File: config.mk
export PLATFORM = sky130hd
export DESIGN_NAME = block_lock_ctrl
export DESIGN_NICKNAME = d
export VERILOG_FILES = /design/src/rtl/block_lock_ctrl_pkg.sv /design/src/rtl/block_lock_ctrl_hdr_err_monitor.sv /design/src/rtl/block_lock_ctrl.sv
export SDC_FILE = /design/constraint.sdc
export NUM_CORES = 1
export LEC_CHECK = 0
export CORE_MARGIN = 2
export CORE_UTILIZATION = 30
export CTS_CLUSTER_SIZE = 25
export DETAILED_ROUTE_END_ITERATION = 12
export SYNTH_ARGS = -nofsm -noshare
export SYNTH_HDL_FRONTEND = slang
export SYNTH_SLANG_ARGS = --single-unit
export TNS_END_PERCENT = 30
File: constraint.sdc
create_clock -name clk_i -period 2.1 [get_ports clk_i]
set_clock_uncertainty 0.05 [all_clocks]
set_input_delay 0.42 -clock clk_i [delete_from_list [all_inputs] [get_ports clk_i]]
set_output_delay 0.42 -clock clk_i [all_outputs]
set_load 0.01 [all_outputs]
File: src/rtl/block_lock_ctrl_pkg.sv
// Shared RX-recovery definitions: header encodings, offset range and lock FSM states.
package rx_recovery_pkg;

   localparam logic [1:0]  c_DATA_HEADER = 2'b01;
   localparam logic [1:0]  c_CMD_HEADER  = 2'b10;
   localparam int unsigned OFS_W         = 7;
   localparam int unsigned MAX_OFFSET    = 65;

   typedef enum logic [1:0] {
      HUNT   = 2'd0,
      VERIFY = 2'd1,
      LOCKED = 2'd2
   } lock_state_t;

   function automatic logic hdr_good(input logic [1:0] hdr);
      return (hdr == c_DATA_HEADER) || (hdr == c_CMD_HEADER);
   endfunction

endpackage

File: src/rtl/block_lock_ctrl_hdr_err_monitor.sv
// Windowed header-error counter for the LOCKED state; requests unlock at the bad-header threshold.
module hdr_err_monitor #(
   parameter int unsigned WIN_BLOCKS = 1024,
   parameter int unsigned UNLOCK_THR = 16
) (
   input  logic clk,
   input  logic rst,
   input  logic enable,
   input  logic strobe,
   input  logic good,
   output logic unlock_req
);

   localparam int unsigned WIN_W = $clog2(WIN_BLOCKS) + 1;
   localparam int unsigned BAD_W = $clog2(UNLOCK_THR) + 1;

   logic [WIN_W-1:0] win_cnt;
   logic [BAD_W-1:0] bad_cnt;
   logic             wrap;
   logic             hit;

   assign wrap       = (win_cnt == WIN_W'(WIN_BLOCKS - 1));
   // A bad header on the wrap strobe still counts toward the closing window, so unlock wins.
   assign hit        = !good && (bad_cnt >= BAD_W'(UNLOCK_THR - 1));
   assign unlock_req = enable && strobe && hit;

   always_ff @(posedge clk) begin
      if (rst || !enable) begin
         win_cnt <= '0;
         bad_cnt <= '0;
      end else if (strobe) begin
         win_cnt <= wrap ? '0 : win_cnt + WIN_W'(1);
         if (wrap) begin
            bad_cnt <= '0;
         end else if (!good && (bad_cnt < BAD_W'(UNLOCK_THR))) begin
            bad_cnt <= bad_cnt + BAD_W'(1);
         end
      end
   end

endmodule

File: src/rtl/block_lock_ctrl.sv
// 66b block-lock sequencer (HUNT -> VERIFY -> LOCKED). Optional statistics ports via BLOCK_LOCK_STATS_EN.
module block_lock_ctrl
   import rx_recovery_pkg::*;
#(
   parameter int unsigned HUNT_BLOCKS = 32,
   parameter int unsigned LOCK_BLOCKS = 64,
   parameter int unsigned WIN_BLOCKS  = 1024,
   parameter int unsigned UNLOCK_THR  = 16,
   parameter int unsigned OFS_W       = rx_recovery_pkg::OFS_W
) (
   input  logic             clk_i,
   input  logic             rst_i,
   input  logic             buffer_dv_i,
   input  logic [OFS_W-1:0] cand_offset_i,
   input  logic [1:0]       hdr_i,
   output logic             search_clr_o,
   output logic [OFS_W-1:0] offset_o,
   output logic             lock_o,
   output logic             lock_lost_o
`ifdef BLOCK_LOCK_STATS_EN
   ,
   output logic [15:0]      lock_loss_cnt_o,
   output logic [15:0]      verify_fail_cnt_o
`endif
);

   localparam int unsigned BLK_W  = $clog2(HUNT_BLOCKS) + 1;
   localparam int unsigned GOOD_W = $clog2(LOCK_BLOCKS) + 1;

   localparam logic [1:0] ST_HUNT   = HUNT;
   localparam logic [1:0] ST_VERIFY = VERIFY;
   localparam logic [1:0] ST_LOCKED = LOCKED;

   logic [1:0]        state;
   logic [BLK_W-1:0]  blk_cnt;
   logic [GOOD_W-1:0] good_cnt;
   logic              skip;
   logic              good;
   logic              cand_ok;
   logic              unlock_req;

   assign good    = hdr_good(hdr_i);
   assign cand_ok = (cand_offset_i <= OFS_W'(MAX_OFFSET));

   hdr_err_monitor #(
      .WIN_BLOCKS (WIN_BLOCKS),
      .UNLOCK_THR (UNLOCK_THR)
   ) u_mon (
      .clk        (clk_i),
      .rst        (rst_i),
      .enable     (state == ST_LOCKED),
      .strobe     (buffer_dv_i),
      .good       (good),
      .unlock_req (unlock_req)
   );

   always_ff @(posedge clk_i) begin
      if (rst_i) begin
         state        <= ST_HUNT;
         blk_cnt      <= '0;
         good_cnt     <= '0;
         skip         <= 1'b0;
         offset_o     <= '0;
         lock_o       <= 1'b0;
         lock_lost_o  <= 1'b0;
         search_clr_o <= 1'b1;
      end else begin
         search_clr_o <= 1'b0;
         lock_lost_o  <= 1'b0;
         if (buffer_dv_i) begin
            case (state)
               ST_HUNT: begin
                  if (blk_cnt == BLK_W'(HUNT_BLOCKS - 1)) begin
                     blk_cnt <= '0;
                     if (cand_ok) begin
                        offset_o <= cand_offset_i;
                        good_cnt <= '0;
                        skip     <= 1'b1;
                        state    <= ST_VERIFY;
                     end else begin
                        search_clr_o <= 1'b1;
                     end
                  end else begin
                     blk_cnt <= blk_cnt + BLK_W'(1);
                  end
               end
               ST_VERIFY: begin
                  // First strobe after entry still carries headers from the old offset.
                  if (skip) begin
                     skip <= 1'b0;
                  end else if (!good) begin
                     good_cnt     <= '0;
                     search_clr_o <= 1'b1;
                     state        <= ST_HUNT;
                  end else if (good_cnt == GOOD_W'(LOCK_BLOCKS - 1)) begin
                     good_cnt <= '0;
                     lock_o   <= 1'b1;
                     state    <= ST_LOCKED;
                  end else begin
                     good_cnt <= good_cnt + GOOD_W'(1);
                  end
               end
               ST_LOCKED: begin
                  if (unlock_req) begin
                     lock_o       <= 1'b0;
                     lock_lost_o  <= 1'b1;
                     search_clr_o <= 1'b1;
                     state        <= ST_HUNT;
                  end
               end
               default: begin
                  blk_cnt <= '0;
                  state   <= ST_HUNT;
               end
            endcase
         end
      end
   end

`ifdef BLOCK_LOCK_STATS_EN
   logic vfail_evt;

   assign vfail_evt = buffer_dv_i && (state == ST_VERIFY) && !skip && !good;

   always_ff @(posedge clk_i) begin
      if (rst_i) begin
         lock_loss_cnt_o   <= '0;
         verify_fail_cnt_o <= '0;
      end else begin
         if (unlock_req && (lock_loss_cnt_o != '1)) begin
            lock_loss_cnt_o <= lock_loss_cnt_o + 16'd1;
         end
         if (vfail_evt && (verify_fail_cnt_o != '1)) begin
            verify_fail_cnt_o <= verify_fail_cnt_o + 16'd1;
         end
      end
   end
`else
   // Statistics counters are not built in this configuration.
`endif

endmodule

-- Word level (Yosys, flattened, before mapping)
Cells that the tools add are included.
- add/sub/neg operators: 4
- $lt $le $gt $ge: 3
- equality and inequality tests: 14
- muxes and demuxes: 33
- bitwise gates (word level): 3
- reduce and logical (&&, ||, !) cells: 21
- operators with widths (operator ; count):
    $mux W7 ; 5
    $pmux W7 S2 ; 1
    $mux W1 ; 12
    $mux W2 ; 6
    $pmux W6 S2 ; 1
    $reduce_and A6 Y1 ; 2
    $add A11 B1 Y11 const B ; 1
    $eq A11 B10 Y1 const B ; 1
    $mux W11 ; 1
    $mux W5 ; 2
    $ne A2 B2 Y1 const B ; 5
    $reduce_and A4 Y1 ; 2
    $add A7 B1 Y7 const B ; 1
    $eq A7 B6 Y1 const B ; 1
    $le A7 B7 Y1 const B ; 1
    $add A6 B1 Y6 const B ; 1
    $eq A6 B5 Y1 const B ; 1
    $mux W6 ; 1
    $pmux W2 S3 ; 1
    $reduce_bool A2 Y1 ; 3
    $add A5 B1 Y5 const B ; 1
    $ge A5 B4 Y1 const B ; 1
    $lt A5 B5 Y1 const B ; 1
    $reduce_and A5 Y1 ; 1
    other kinds (14) ; 25
- register bits: 42
- word-level logic and storage cells: 88

-- Longest topological paths before layout
- depth in word-level cells: 8
- mapped depth: 8
- depth with buffers taken out: 7

-- Cells and area by module
A second synthesis with hierarchy kept.
- cells, all modules: 245
- area total of the unflattened synthesis: 2074.5 um^2
- modules (own cells, without submodules) (module ; instances ; cells each ; area an instance (um^2) ; sequential area each (um^2)):
    block_lock_ctrl ; 1 ; 152 ; 1271.2 ; 520.5
    hdr_err_monitor ; 1 ; 93 ; 803.3 ; 320.3

-- Worst setup path after synthesis
No wires, ideal clock.
- path kind: input port to flip-flop
- start point: input port cand_offset_i[5]
- end point: register state[1]
- setup time: 86 ps
- arrival time: 1947 ps
- data required time: 1964 ps
- setup slack: 16 ps
- stages on the path: 5
- buffers on the path: 0
- path through: or4_4 > o211ai_2 > nand2_2 > or4_4 > a221oi_2
- longest elaborated chain between the ends: 3
- RTL lines (item ; line ; source):
    start: declaration ; block_lock_ctrl.sv:14 ; input logic [OFS_W-1:0] cand_offset_i,
    $le A7 B7 Y1 ; block_lock_ctrl.sv:43 ; assign cand_ok = (cand_offset_i <= OFS_W'(MAX_OFFSET));
    $ne A2 B2 Y1 (no source line) ; n/a ;
    $reduce_and A6 Y1 (no source line) ; n/a ;
    end signal: assignment ; block_lock_ctrl.sv:59 ; state <= ST_HUNT;
    end signal: assignment ; block_lock_ctrl.sv:79 ; state <= ST_VERIFY;
    end signal: assignment ; block_lock_ctrl.sv:94 ; state <= ST_HUNT;
    end: declaration ; block_lock_ctrl.sv:34 ; logic [1:0] state;
No other way between the ends.
A chain may end at the register's enable or synchronous reset.

-- Worst setup path in the final report
Same ends and word-level chain as after synthesis.

==> results.cfg <==
[run_status]
status = finished clean

[power]
combPwrFrac_pct = 5.6
swShare_pct = 20.6
total_power_mw = 1.67
powerDensity_nw_per_um2 = 616
cellInternalPower_mw = 1.33
ir_drop_v = 0.000317
clockPowerShare_pct = 46.1
switchingPower_uw = 343
sequentialPowerShare_pct = 48.2
p_leak_nw = 1.04

[sta]
layout_min_cycle_time_ps = 2030
post-route-period-util_pct = 96.8
fmax_ghz = 0.492
hold_viol = 0
setup_viol = 0
worst_slack_ps = 66.5
drv_slew = 0
max-slew-margin-rel_pct = 73.5
worst_slew_pin_slew_ps = 392
rsz0062_at_grt = true

[clocking]
cts_tree = yes
clock-sinks = 42
cts-root-buf = clkbuf_8
clock_latency_ps = 290
cts_inserted_buffers = 5
ctsHtreeMaxLevel = 2
cts_hold_buffers = 0
clk_pin_slew_ps = 90
clock_path_buffers = 2

[critical_path]
cp.required_ps = 2260
crit_arrival_ps = 2200
slowest_stage = or4_4
crit_path_end_kind = register
crit_top_cell = or4_4
r2r_slack_ps = 140
cp-start-kind = primary input
crit_path_max_fanout = 2
path_buf_inv = 1
crit_type = in -> reg
r2r_end = search_clr_o
r2r.worst_path.cells = 7
cpLargestDelayFamily = simple AND/OR/NAND/NOR gates
crit_path_max_incr_delay_ps = 550
crit_chain = dlygate4sd2_1, or4_4, o211ai_4, nand2_2, or4_4, a221oi_2
r2r-start = u_mon.bad_cnt[0]

[finish]
drive_above_1_share_pct = 15.0
diodes = 0
nets = 307
fin_area_um2 = 2710
area_growth_pct = 28.8
nFillCells = 714

[routing]
via_per_inst = 4.72
dr.first_iter.drc_count = 82
vias = 1807
drt-pass1-iter-count = 4
post-route-drc-count = 0
ant_nets = 0
totalWireLength_um = 4230
route.detailed.wl_per_inst_um = 11.0

[synth]
yosysWarnings = 0
synth.area.top_cells = dfxtp_1 40%, ha_1 5.4%, nor2_1 5.0%
syn-cell-area_um2 = 2100
async_flop_share_pct = 0
synth_cells = 244
ys.flop_type = dfxtp_1
synth-edff-count = 0
synth_area_leader_cell = dfxtp_1
yosysSeqAreaShare_pct = 40.0
ys_ff_latch = 42
synth_common_cells = 42 x dfxtp_1, 28 x nor2_1, 21 x nand2_1
avgSynthCellArea_um2 = 8.61
syn_nets = 265
ys_types = 44
synth_top_area_share_pct = 40.0
synth.most_common_cell = dfxtp_1

[min_path]
whs_path_depth = 2
min_to = offset_o[6]
min_from = offset_o[6]
hold_path.class = reg -> reg

[floorplan]
fp.dieH_um = 87.7
io_pins = 22
start_util_pct = 30.9
coreArea_um2 = 6790
dieArea_um2 = 7690
placementRows = 30
die_w_um = 87.7

[placed_design]
place.port_buffers = 21
place_ws_ps = -473
dpl_cell_area_um2 = 2540
dp.final_hpwl_um = 3100
gp_congestion = 0.809

[flow_run]
drv_cap = 0

[global_route]
grt_first_pass_wirelength_um = 7520
grt_pass1_vias = 1675
antenna_found_initial = 0
grt_use_total_pct = 12.2
grt_start_max_net_pins = 21
grt.overflow.total = 0
## flip-flops by register name, indices dropped and copies added, names as in the netlist
name,flops
skip,1
search_clr_o,1
offset_o,7
blk_cnt,6
good_cnt,7
state,2
u_mon.win_cnt,11
lock_lost_o,1
u_mon.bad_cnt,5
lock_o,1
## kinds of logic after synthesis
family                   count (synthesis)  share of synthesized area (%)
buffers and inverters                   22                           4.82
flip-flops                              42                           40.0
AO/OA/AOI/OAI                           44                           14.1
XOR/XNOR                                13                           5.42
AND/OR/NAND/NOR                        107                           27.0
multiplexers                             7                           3.33
adder cells (fa/ha/maj)                  9                           5.36
## how the worst max path moves through the flow
stage	from	endpoint	slack, ps	cells after the start
6_report	cand_offset_i[5]	state[1]	70	6
5_1_grt	cand_offset_i[5]	state[1]	-8	6
4_1_cts	cand_offset_i[3]	state[1]	20	6
3_5_place_dp	cand_offset_i[5]	state[1]	-470	6
3_3_place_gp	cand_offset_i[5]	state[1]	-460	6
2_1_floorplan	cand_offset_i[5]	state[1]	20	5
## area by class of cell
| class | count | area, um^2 | share of cell area, % |
|---|---|---|---|
| multi-input combinational | 180 | 1180 | 43.7 |
| sequential | 42 | 841 | 31.1 |
| timing repair buffer | 44 | 378 | 14.0 |
| tap | 96 | 120 | 4.44 |
| clock buffer | 5 | 68.8 | 2.54 |
| clock inverter | 3 | 68.8 | 2.54 |
| inverter | 13 | 48.8 | 1.80 |
## tightest hold or removal path, stage by stage, from the launching register on
cell and delay, ps:
dfxtp_1 320, inv_1 50, a211oi_1 50
## placed cells by master, fill, tap and decap left out, drive strengths merged, types with 7 or more instances in the layout
cell type / n
nand4: 8
buf: 23
dfxtp: 42
o21ai: 10
ha: 9
xor2: 9
mux2i: 7
a21oi: 13
nand3: 7
nand2b: 7
nor2: 28
nand2: 22
clkdlybuf4s50: 17
inv: 13
## metal layers
layer  track usage (%)  share of wire (%)
met5                 0                  0
met3              3.39                4.1
met2              18.3                 41
met4              4.20                1.3
met1              16.9                 53
## through the flow
stage / hold slack [ps] / std cells / setup TNS [ps] / utilization, %
3_3_place_gp: 399 / 374 / -4300 / 37.5
5_1_grt: 451 / 383 / -7.71 / 39.9
2_1_floorplan: 398 / 244 / 0 / -
3_5_place_dp: 402 / 374 / -4690 / 37.5
4_1_cts: 425 / 383 / 0 / 39.7
6_report: 419 / 383 / 0 / 39.9
## what timing repair did
item | 4_1_cts | 5_1_grt
setup endpoints to repair | 5 | 2
buffers inserted | 1 | 0
resized for setup | 5 | 3
pin swaps | 5 | 3
## power by group through the flow
stage,Combinational (mW),Clock [mW],Sequential [mW]
after CTS,0.0949,0.790,0.805
after detailed placement,0.0959,0,0.824
after global routing,0.104,0.821,0.806
after global placement,0.0951,0,0.824
after floorplan,0.0468,0,0.823
final,0.0943,0.770,0.805
Note: power is estimated with default switching activity, not from simulation.
